[config.mk]
export PLATFORM = sky130hd
export DESIGN_NAME = joy_db15_scan
export DESIGN_NICKNAME = d
export VERILOG_FILES = /design/src/rtl/joy_db15_pkg.sv /design/src/rtl/joy_db15_tick.sv /design/src/rtl/joy_db15_scan.sv
export SDC_FILE = /design/constraint.sdc
export NUM_CORES = 1
export LEC_CHECK = 0
export ABC_AREA = 1
export ABC_CLOCK_PERIOD_IN_PS = 1800
export CAP_MARGIN = 20
export CORE_AREA = 2 2 70 98
export DETAILED_ROUTE_END_ITERATION = 16
export DIE_AREA = 0 0 72 100
export HOLD_SLACK_MARGIN = 0.05
export PLACE_DENSITY_LB_ADDON = 0.1
export RECOVER_POWER = 50
export SLEW_MARGIN = 20
export SYNTH_ARGS = -nofsm -noshare
export SYNTH_HDL_FRONTEND = slang
export SYNTH_SLANG_ARGS = --single-unit
[constraint.sdc]
create_clock -name clk -period 1.8 [get_ports clk]
set_input_delay 0.36 -clock clk [delete_from_list [all_inputs] [get_ports clk]]
set_output_delay 0.36 -clock clk [all_outputs]
set_load 0.05 [all_outputs]
[src/rtl/joy_db15_pkg.sv]
// Shared types and constants for the DB15 joystick splitter reader.
// Slot map, button bit indices and slot counter sizing.
package joy_db15_pkg;

    localparam int PAIR_BITS = 24;

    localparam logic [3:0] BTN_R     = 4'd0;
    localparam logic [3:0] BTN_L     = 4'd1;
    localparam logic [3:0] BTN_DN    = 4'd2;
    localparam logic [3:0] BTN_UP    = 4'd3;
    localparam logic [3:0] BTN_A     = 4'd4;
    localparam logic [3:0] BTN_B     = 4'd5;
    localparam logic [3:0] BTN_C     = 4'd6;
    localparam logic [3:0] BTN_D     = 4'd7;
    localparam logic [3:0] BTN_E     = 4'd8;
    localparam logic [3:0] BTN_F     = 4'd9;
    localparam logic [3:0] BTN_START = 4'd10;
    localparam logic [3:0] BTN_SEL   = 4'd11;

    typedef enum logic [1:0] {
        ST_LOAD,
        ST_SHIFT,
        ST_GAP
    } scan_st_e;

    typedef struct packed {
        logic       p2;
        logic [3:0] bit_idx;
    } slot_dst_t;

    // Destination of each serial slot within one two-player splitter.
    localparam slot_dst_t SLOT_MAP [PAIR_BITS] = '{
        '{1'b0, BTN_D},  '{1'b0, BTN_C},   '{1'b0, BTN_B},     '{1'b0, BTN_A},
        '{1'b0, BTN_R},  '{1'b0, BTN_L},   '{1'b0, BTN_DN},    '{1'b0, BTN_UP},
        '{1'b1, BTN_R},  '{1'b1, BTN_L},   '{1'b1, BTN_DN},    '{1'b1, BTN_UP},
        '{1'b0, BTN_F},  '{1'b0, BTN_E},   '{1'b0, BTN_SEL},   '{1'b0, BTN_START},
        '{1'b1, BTN_F},  '{1'b1, BTN_E},   '{1'b1, BTN_SEL},   '{1'b1, BTN_START},
        '{1'b1, BTN_D},  '{1'b1, BTN_C},   '{1'b1, BTN_B},     '{1'b1, BTN_A}
    };

    function automatic int slot_cnt_w(input int slots);
        return (slots <= 2) ? 1 : $clog2(slots);
    endfunction

endpackage

[src/rtl/joy_db15_tick.sv]
// Bit-slot divider: tick marks the start of each slot, JOY_CLK is the MSB.
// The first tick after reset comes one full slot later.
module joy_db15_tick
    import joy_db15_pkg::*;
#(
    parameter int CLK_DIV_W = 8
) (
    input  logic clk_i,
    input  logic rst_i,
    output logic tick_o,
    output logic joy_clk_o
);

    logic [CLK_DIV_W-1:0] div_q, div_d;
    logic                 tick_q, tick_d;

    always_comb begin
        div_d  = div_q + 1'b1;
        tick_d = &div_q;
    end

    always_ff @(posedge clk_i) begin
        if (rst_i) begin
            div_q  <= '0;
            tick_q <= 1'b0;
        end else begin
            div_q  <= div_d;
            tick_q <= tick_d;
        end
    end

    assign tick_o    = tick_q;
    assign joy_clk_o = div_q[CLK_DIV_W-1];

endmodule

[src/rtl/joy_db15_scan.sv]
// DB15 splitter chain reader; define JOY_DEBOUNCE_EN to publish only
// after two identical consecutive frames.
module joy_db15_scan
    import joy_db15_pkg::*;
#(
    parameter int CLK_DIV_W = 8,
    parameter int NUM_PAIRS = 1,
    parameter int GAP_SLOTS = 8
) (
    input  logic                    clk,
    input  logic                    reset,
    output logic                    JOY_CLK,
    output logic                    JOY_LOAD,
    input  logic                    JOY_DATA,
    output logic [32*NUM_PAIRS-1:0] joystick,
    output logic                    frame_done,
    output logic                    data_valid
);

    localparam int NUM_JOYS   = 2 * NUM_PAIRS;
    localparam int FRAME_BITS = PAIR_BITS * NUM_PAIRS;
    localparam int SLOTS      = FRAME_BITS + GAP_SLOTS;
    localparam int SLOT_W     = slot_cnt_w(SLOTS);
    localparam int JOY_W      = 16 * NUM_JOYS;

    localparam logic [SLOT_W-1:0] LAST_BIT  = SLOT_W'(FRAME_BITS - 1);
    localparam logic [SLOT_W-1:0] LAST_SLOT = SLOT_W'(SLOTS - 1);

    logic                  tick;
    logic                  frame_end;
    logic [SLOT_W-1:0]     slot_q, slot_d;
    scan_st_e              state_q, state_d;
    logic [FRAME_BITS-1:0] shadow_q, shadow_d;
    logic [JOY_W-1:0]      joy_q, joy_d;
    logic                  done_q, done_d;
    logic                  valid_q, valid_d;
    wire  [JOY_W-1:0]      frame_w;

    joy_db15_tick #(
        .CLK_DIV_W(CLK_DIV_W)
    ) u_tick (
        .clk_i    (clk),
        .rst_i    (reset),
        .tick_o   (tick),
        .joy_clk_o(JOY_CLK)
    );

    always_comb begin
        slot_d   = slot_q;
        shadow_d = shadow_q;
        for (int i = 0; i < FRAME_BITS; i++) begin
            if (tick && slot_q == SLOT_W'(i)) shadow_d[i] = JOY_DATA;
        end
        if (tick) slot_d = (slot_q == LAST_SLOT) ? '0 : slot_q + 1'b1;
        frame_end = tick && (slot_q == LAST_BIT);
    end

    // Shadow holds raw active-low bits in slot order; remap per player.
    for (genvar q = 0; q < NUM_PAIRS; q++) begin : g_pair
        for (genvar s = 0; s < PAIR_BITS; s++) begin : g_slot
            localparam int P = int'(SLOT_MAP[s].p2);
            localparam int B = int'(SLOT_MAP[s].bit_idx);
            assign frame_w[32*q + 16*P + B] = ~shadow_d[PAIR_BITS*q + s];
        end
    end

    for (genvar p = 0; p < NUM_JOYS; p++) begin : g_pad
        assign frame_w[16*p+12 +: 4] = 4'b0;
    end

`ifdef JOY_DEBOUNCE_EN
    logic [FRAME_BITS-1:0] prev_q, prev_d;
    logic                  prev_vld_q, prev_vld_d;

    always_comb begin
        joy_d      = joy_q;
        valid_d    = valid_q;
        done_d     = frame_end;
        prev_d     = prev_q;
        prev_vld_d = prev_vld_q;
        if (frame_end) begin
            prev_d     = shadow_d;
            prev_vld_d = 1'b1;
            if (prev_vld_q && prev_q == shadow_d) begin
                joy_d   = frame_w;
                valid_d = 1'b1;
            end
        end
    end

    always_ff @(posedge clk) begin
        if (reset) begin
            prev_q     <= '1;
            prev_vld_q <= 1'b0;
        end else begin
            prev_q     <= prev_d;
            prev_vld_q <= prev_vld_d;
        end
    end
`else
    always_comb begin
        joy_d   = joy_q;
        valid_d = valid_q;
        done_d  = frame_end;
        if (frame_end) begin
            joy_d   = frame_w;
            valid_d = 1'b1;
        end
    end
`endif

    always_ff @(posedge clk) begin
        if (reset) begin
            slot_q   <= '0;
            shadow_q <= '1;
            joy_q    <= '0;
            done_q   <= 1'b0;
            valid_q  <= 1'b0;
        end else begin
            slot_q   <= slot_d;
            shadow_q <= shadow_d;
            joy_q    <= joy_d;
            done_q   <= done_d;
            valid_q  <= valid_d;
        end
    end

    always_ff @(posedge clk) begin
        if (reset) state_q <= ST_LOAD;
        else       state_q <= state_d;
    end

    always_comb begin
        state_d = state_q;
        if (tick) begin
            unique case (state_q)
                ST_LOAD:  state_d = ST_SHIFT;
                ST_SHIFT: if (slot_q == LAST_BIT)
                              state_d = (GAP_SLOTS == 0) ? ST_LOAD : ST_GAP;
                ST_GAP:   if (slot_q == LAST_SLOT) state_d = ST_LOAD;
                default:  state_d = ST_LOAD;
            endcase
        end
    end

    always_comb begin
        JOY_LOAD = (state_q != ST_LOAD);
    end

    assign joystick   = joy_q;
    assign frame_done = done_q;
    assign data_valid = valid_q;

endmodule
== Yosys cells after proc, flatten, opt, wreduce, memory -nomap -nowiden ==
Index checks and enable logic that the tools add are counted.

* Reductions and logical operators: 29
* Eq/ne operators: 28
* Add/sub/neg operators: 2
* Mux-type cells: 28
* Bitwise gates (word level): 24

{| class="wikitable"
|+ Operators with widths
! operator !! count
|-
| == test 5 bit (second input constant) || 9
|-
| == test 5 x 4 -> 1 bit (second input constant) || 8
|-
| logical AND 1 bit || 24
|-
| 2-to-1 mux 1 bit || 24
|-
| inverter 1 bit || 24
|-
| == test 5 x 3 -> 1 bit (second input constant) || 4
|-
| == test 5 x 2 -> 1 bit (second input constant) || 2
|-
| adder 8 x 1 -> 8 bit (second input constant) || 1
|-
| AND reduction 8 bit || 1
|-
| one-hot mux 2 bit (3 select lines) || 1
|-
| adder 5 x 1 -> 5 bit (second input constant) || 1
|-
| == test 5 x 1 -> 1 bit (second input constant) || 1
|-
| logical NOT 5 bit || 1
|-
| 2-to-1 mux 5 bit || 1
|-
| 2-to-1 mux 2 bit || 2
|-
| != test 2 bit (second input constant) || 2
|-
| AND reduction 3 bit || 1
|-
| == test 2 x 1 -> 1 bit (second input constant) || 1
|-
| == test 2 bit (second input constant) || 1
|-
| logical NOT 2 bit || 1
|-
| nonzero test 2 bit || 1
|}

* Bits in registers: 66
* Logic and storage cells: 119
* Output and inout bits: 36

== Longest topological paths before layout ==
* Depth after elaboration: 4
* Mapped depth: 9

== Modules after synthesis ==
A second synthesis with hierarchy kept.

* Cells, all modules: 440
* Area, all modules: 3108.0 sq um

{| class="wikitable"
|+ By module, submodules not included
! module !! area an instance (sq um) !! times used !! seq. area each (sq um) !! cells each
|-
| joy_db15_scan || 2740.1 || 1 || 1121.1 || 393
|-
| joy_db15_tick || 367.9 || 1 || 180.2 || 47
|}

== Worst setup path after synthesis ==
No wires, ideal clock.

* Path kind: register to register
* Start point: register slot_q[0]
* End point: register (tool-made name)
* Buffers on the path: 0
* Stages on the path, launching flop included: 7
* Data required time: 1.677 ns
* Path slack: 0.248 ns
* Setup time: 0.123 ns
* Arrival time: 1.429 ns
* Cell sequence: dfxtp_1 -> ha_1 -> inv_1 -> nor2_1 -> ha_1 -> a31oi_1 -> or2_2

{| class="wikitable"
|+ RTL lines
! element !! line !! text
|-
| start: declaration || joy_db15_scan.sv:31 || <nowiki>logic [SLOT_W-1:0] slot_q, slot_d;</nowiki>
|-
| start signal: assignment || joy_db15_scan.sv:120 || <nowiki>slot_q <= slot_d;</nowiki>
|}

== Worst setup path in the final report ==
* Start point: register u_tick.div_q[7]
* End point: output port JOY_CLK

{| class="wikitable"
|+ RTL lines
! element !! line !! text
|-
| start: declaration || joy_db15_tick.sv:14 || <nowiki>logic [CLK_DIV_W-1:0] div_q, div_d;</nowiki>
|-
| start signal: assignment || joy_db15_tick.sv:27 || <nowiki>div_q <= div_d;</nowiki>
|-
| end: declaration || joy_db15_scan.sv:12 || <nowiki>output logic JOY_CLK,</nowiki>
|}

No word-level cell between the ends.

==> impl_metrics.yaml <==
pwr:
  ir_worst_vdd_uv: 667
  fin_total_pwr_mw: 2.59
  powerDensity_mw_per_mm2: 776
  p_leak_nw: 1.57
global_routing:
  gr-total-overflow: 0
  grt_pass1_vias: 2295
  grt_usage_pct: 18.0
  antenna_found_initial: 0
  grt_pass1_wl_um: 10200
  grt_max_degree: 50
placement:
  place_area_mm2: 0.00331
  port_buffers: 30
  placed_cells: 527
  gp_congestion: 0.898
  dp_hpwl_um: 4060
logic_synthesis:
  ys_seq_area_share_pct: 43.2
  avgSynthCellArea_um2: 7.00
  synth.distinct_cells: 30
  post-synth-top-area-cell: "dfxtp_1"
  synth_top_area_share_pct: 43.2
  syn_area_mm2: 0.00302
  synth_area_leaders: "dfxtp_1 (43%), nand2_1 (15%), nor2_1 (10%), nand3_1 (6.6%), inv_1 (5.5%)"
  synth_cells: 431
  yosysWarnings: 0
  synth-seq-cells: 65
clock_tree:
  cts_setup_buffers: 0
  cts_max_level: 3
  cts_tree: "done"
  ctsResizeCount: 0
  cts_hold_buf: 0
  numCtsBuffers: 9
  clk_path_buf_depth: 2
  ctsRootBufferMaster: "clkbuf_8"
  clk_pin_slew_ns: 0.07
  cts.sinks: 65
  clk_latency_ns: 0.34
detailed_routing:
  ant_nets: 0
  drt-total-wl_um: 5840
  dr_total_vias: 2541
  routedWlPerCell_um: 10.8
  post-route-drc-count: 0
  drt_iter0_drc: 128
  routed_via_density: 4.69
  first_pass_iters: 4
critical_path:
  slowest_stage: "clkbuf_1"
  critPathMaxStageDelay_ns: 0.49
  cp_num_buf_inv: 1
  crit_arrival_ns: 1.23
  worstSetupPathType: "reg -> out"
  path_cells: "clkbuf_1"
  worst_path_dominant_cell_family: "buffers and inverters"
  startpoint_type: "flip-flop"
  critPathMaxFanout: 4
  endpoint_kind: "output port"
  critPathRequiredTime_ns: 1.44
timing:
  hold_viol: 0
  layout_min_cycle_time_ns: 1.59
  rsz0062_at_grt: "false"
  fin_crit_sh_pct: 88.3
  slew_violations: 0
  setup_viol: 0
  finalSetupTns_ns: 0
  worst_pin_slew_ns: 0.787
  maxSlewHeadroom_pct: 47.5
  fmax_ghz: 0.629
  finClkSkew_ns: 0.00636
floorplanning:
  placementRows: 35
  die-area_mm2: 0.00720
  io_pins: 39
  start_util_pct: 46.8
  die_w_um: 72
  coreArea_mm2: 0.00644
  die_h_um: 100
outcome:
  outcome: "finished, final reports clean"
finish:
  finalNetCount: 474
  final_cells: 542
  postLayoutCellArea_mm2: 0.00334
  drive_above_1_share_pct: 7.26
  diodes: 0
  syn2layout_area_growth_pct: 10.8
job:
  drv_cap: 0
worst_hold_path:
  hold_class: "reg -> reg"
==> kinds of logic (layout without fill, tap and decap cells) <==
group                    count (synthesis)  in the layout  share of synthesized area, %
XOR/XNOR                                 3              3                         0.872
flip-flops                              65             65                          43.2
AO/OA/AOI/OAI                           33             33                          6.89
AND/OR/NAND/NOR                        247            247                          34.2
buffers and inverters                   74            104                          11.5
multiplexers                             1              1                         0.332
adder cells (fa/ha/maj)                  7              7                          2.90
other                                    1              8                         0.124
==> layout make-up <==
| class | count | area (um2) |
|---|---|---|
| Multi-Input combinational cell | 299 | 1390 |
| Clock inverter | 4 | 20.0 |
| Sequential cell | 65 | 1300 |
| Timing Repair Buffer | 41 | 215 |
| Clock buffer | 11 | 141 |
| Tap cell | 74 | 92.6 |
| Fill cell | 676 | 3100 |
| Inverter | 48 | 180 |
==> worst paths after layout <==
path                         from               to  slack [ns]  cells past startpoint
hold reg to reg   u_tick.div_q[0]  u_tick.div_q[0]        0.45                      1
setup reg to reg        slot_q[0]     joystick[19]        0.25                      8
hold / removal    u_tick.div_q[0]  u_tick.div_q[0]        0.45                      1
setup / recovery  u_tick.div_q[7]          JOY_CLK        0.21                      1
==> cell usage in the layout, fill, tap and decap left out, types with 7 or more instances in the layout <==
cell type / count
a21oi_1: 11
nor2_1: 80
inv_1: 44
nand3_1: 40
conb_1: 8
nand2_1: 118
dfxtp_1: 65
o21bai_1: 16
clkbuf_1: 29
ha_1: 7
clkbuf_8: 10
buf_4: 8
==> report_power, final <==
part           internal, mW  switching (mW)  total, mW
Combinational        0.0159          0.0757     0.0916
Clock                 0.520           0.535       1.06
Sequential             1.44         0.00386       1.45
==> layer usage <==
metal / GRT usage, % / up-vias / wire length [um]
met2: 29.7 / 33 / 2820
met1: 21.3 / 1125 / 2680
li1: - / 1373 / -
met3: 5.32 / 10 / 207
met4: 8.42 / 0 / 127
met5: 0 / - / 0
==> synthesized netlist by cell type <==
library cell and count:
nand4_1 2, xnor2_1 2, nor2_4 1, clkbuf_1 6, inv_1 44, xor2_1 1, ha_1 7, mux2i_1 1
buf_4 11, or2_2 1, nand3_4 1, nand2_1 117, o21bai_1 16, nor2_2 1, a21oi_1 11, dfxtp_1 65
nor2_1 80, nor2_8 1, nor3_1 1, nand3_1 40, a31oi_1 2, nand2_2 1, inv_2 4, buf_6 3
o21ai_0 3, buf_1 2, o21ai_1 1, buf_2 4, conb_1 1, nand3b_1 1
==> metrics by stage <==
step / hold slack (ns) / setup slack, ns / utilization (%)
after floorplan: 0.418 / 0.248 / -
after global routing: 0.466 / 0.0606 / 51.9
after detailed placement: 0.444 / 0.233 / 51.4
after CTS: 0.460 / 0.237 / 53.9
after global placement: 0.435 / 0.266 / 51.4
final: 0.450 / 0.210 / 51.9
(Power assumes the default switching activity.)
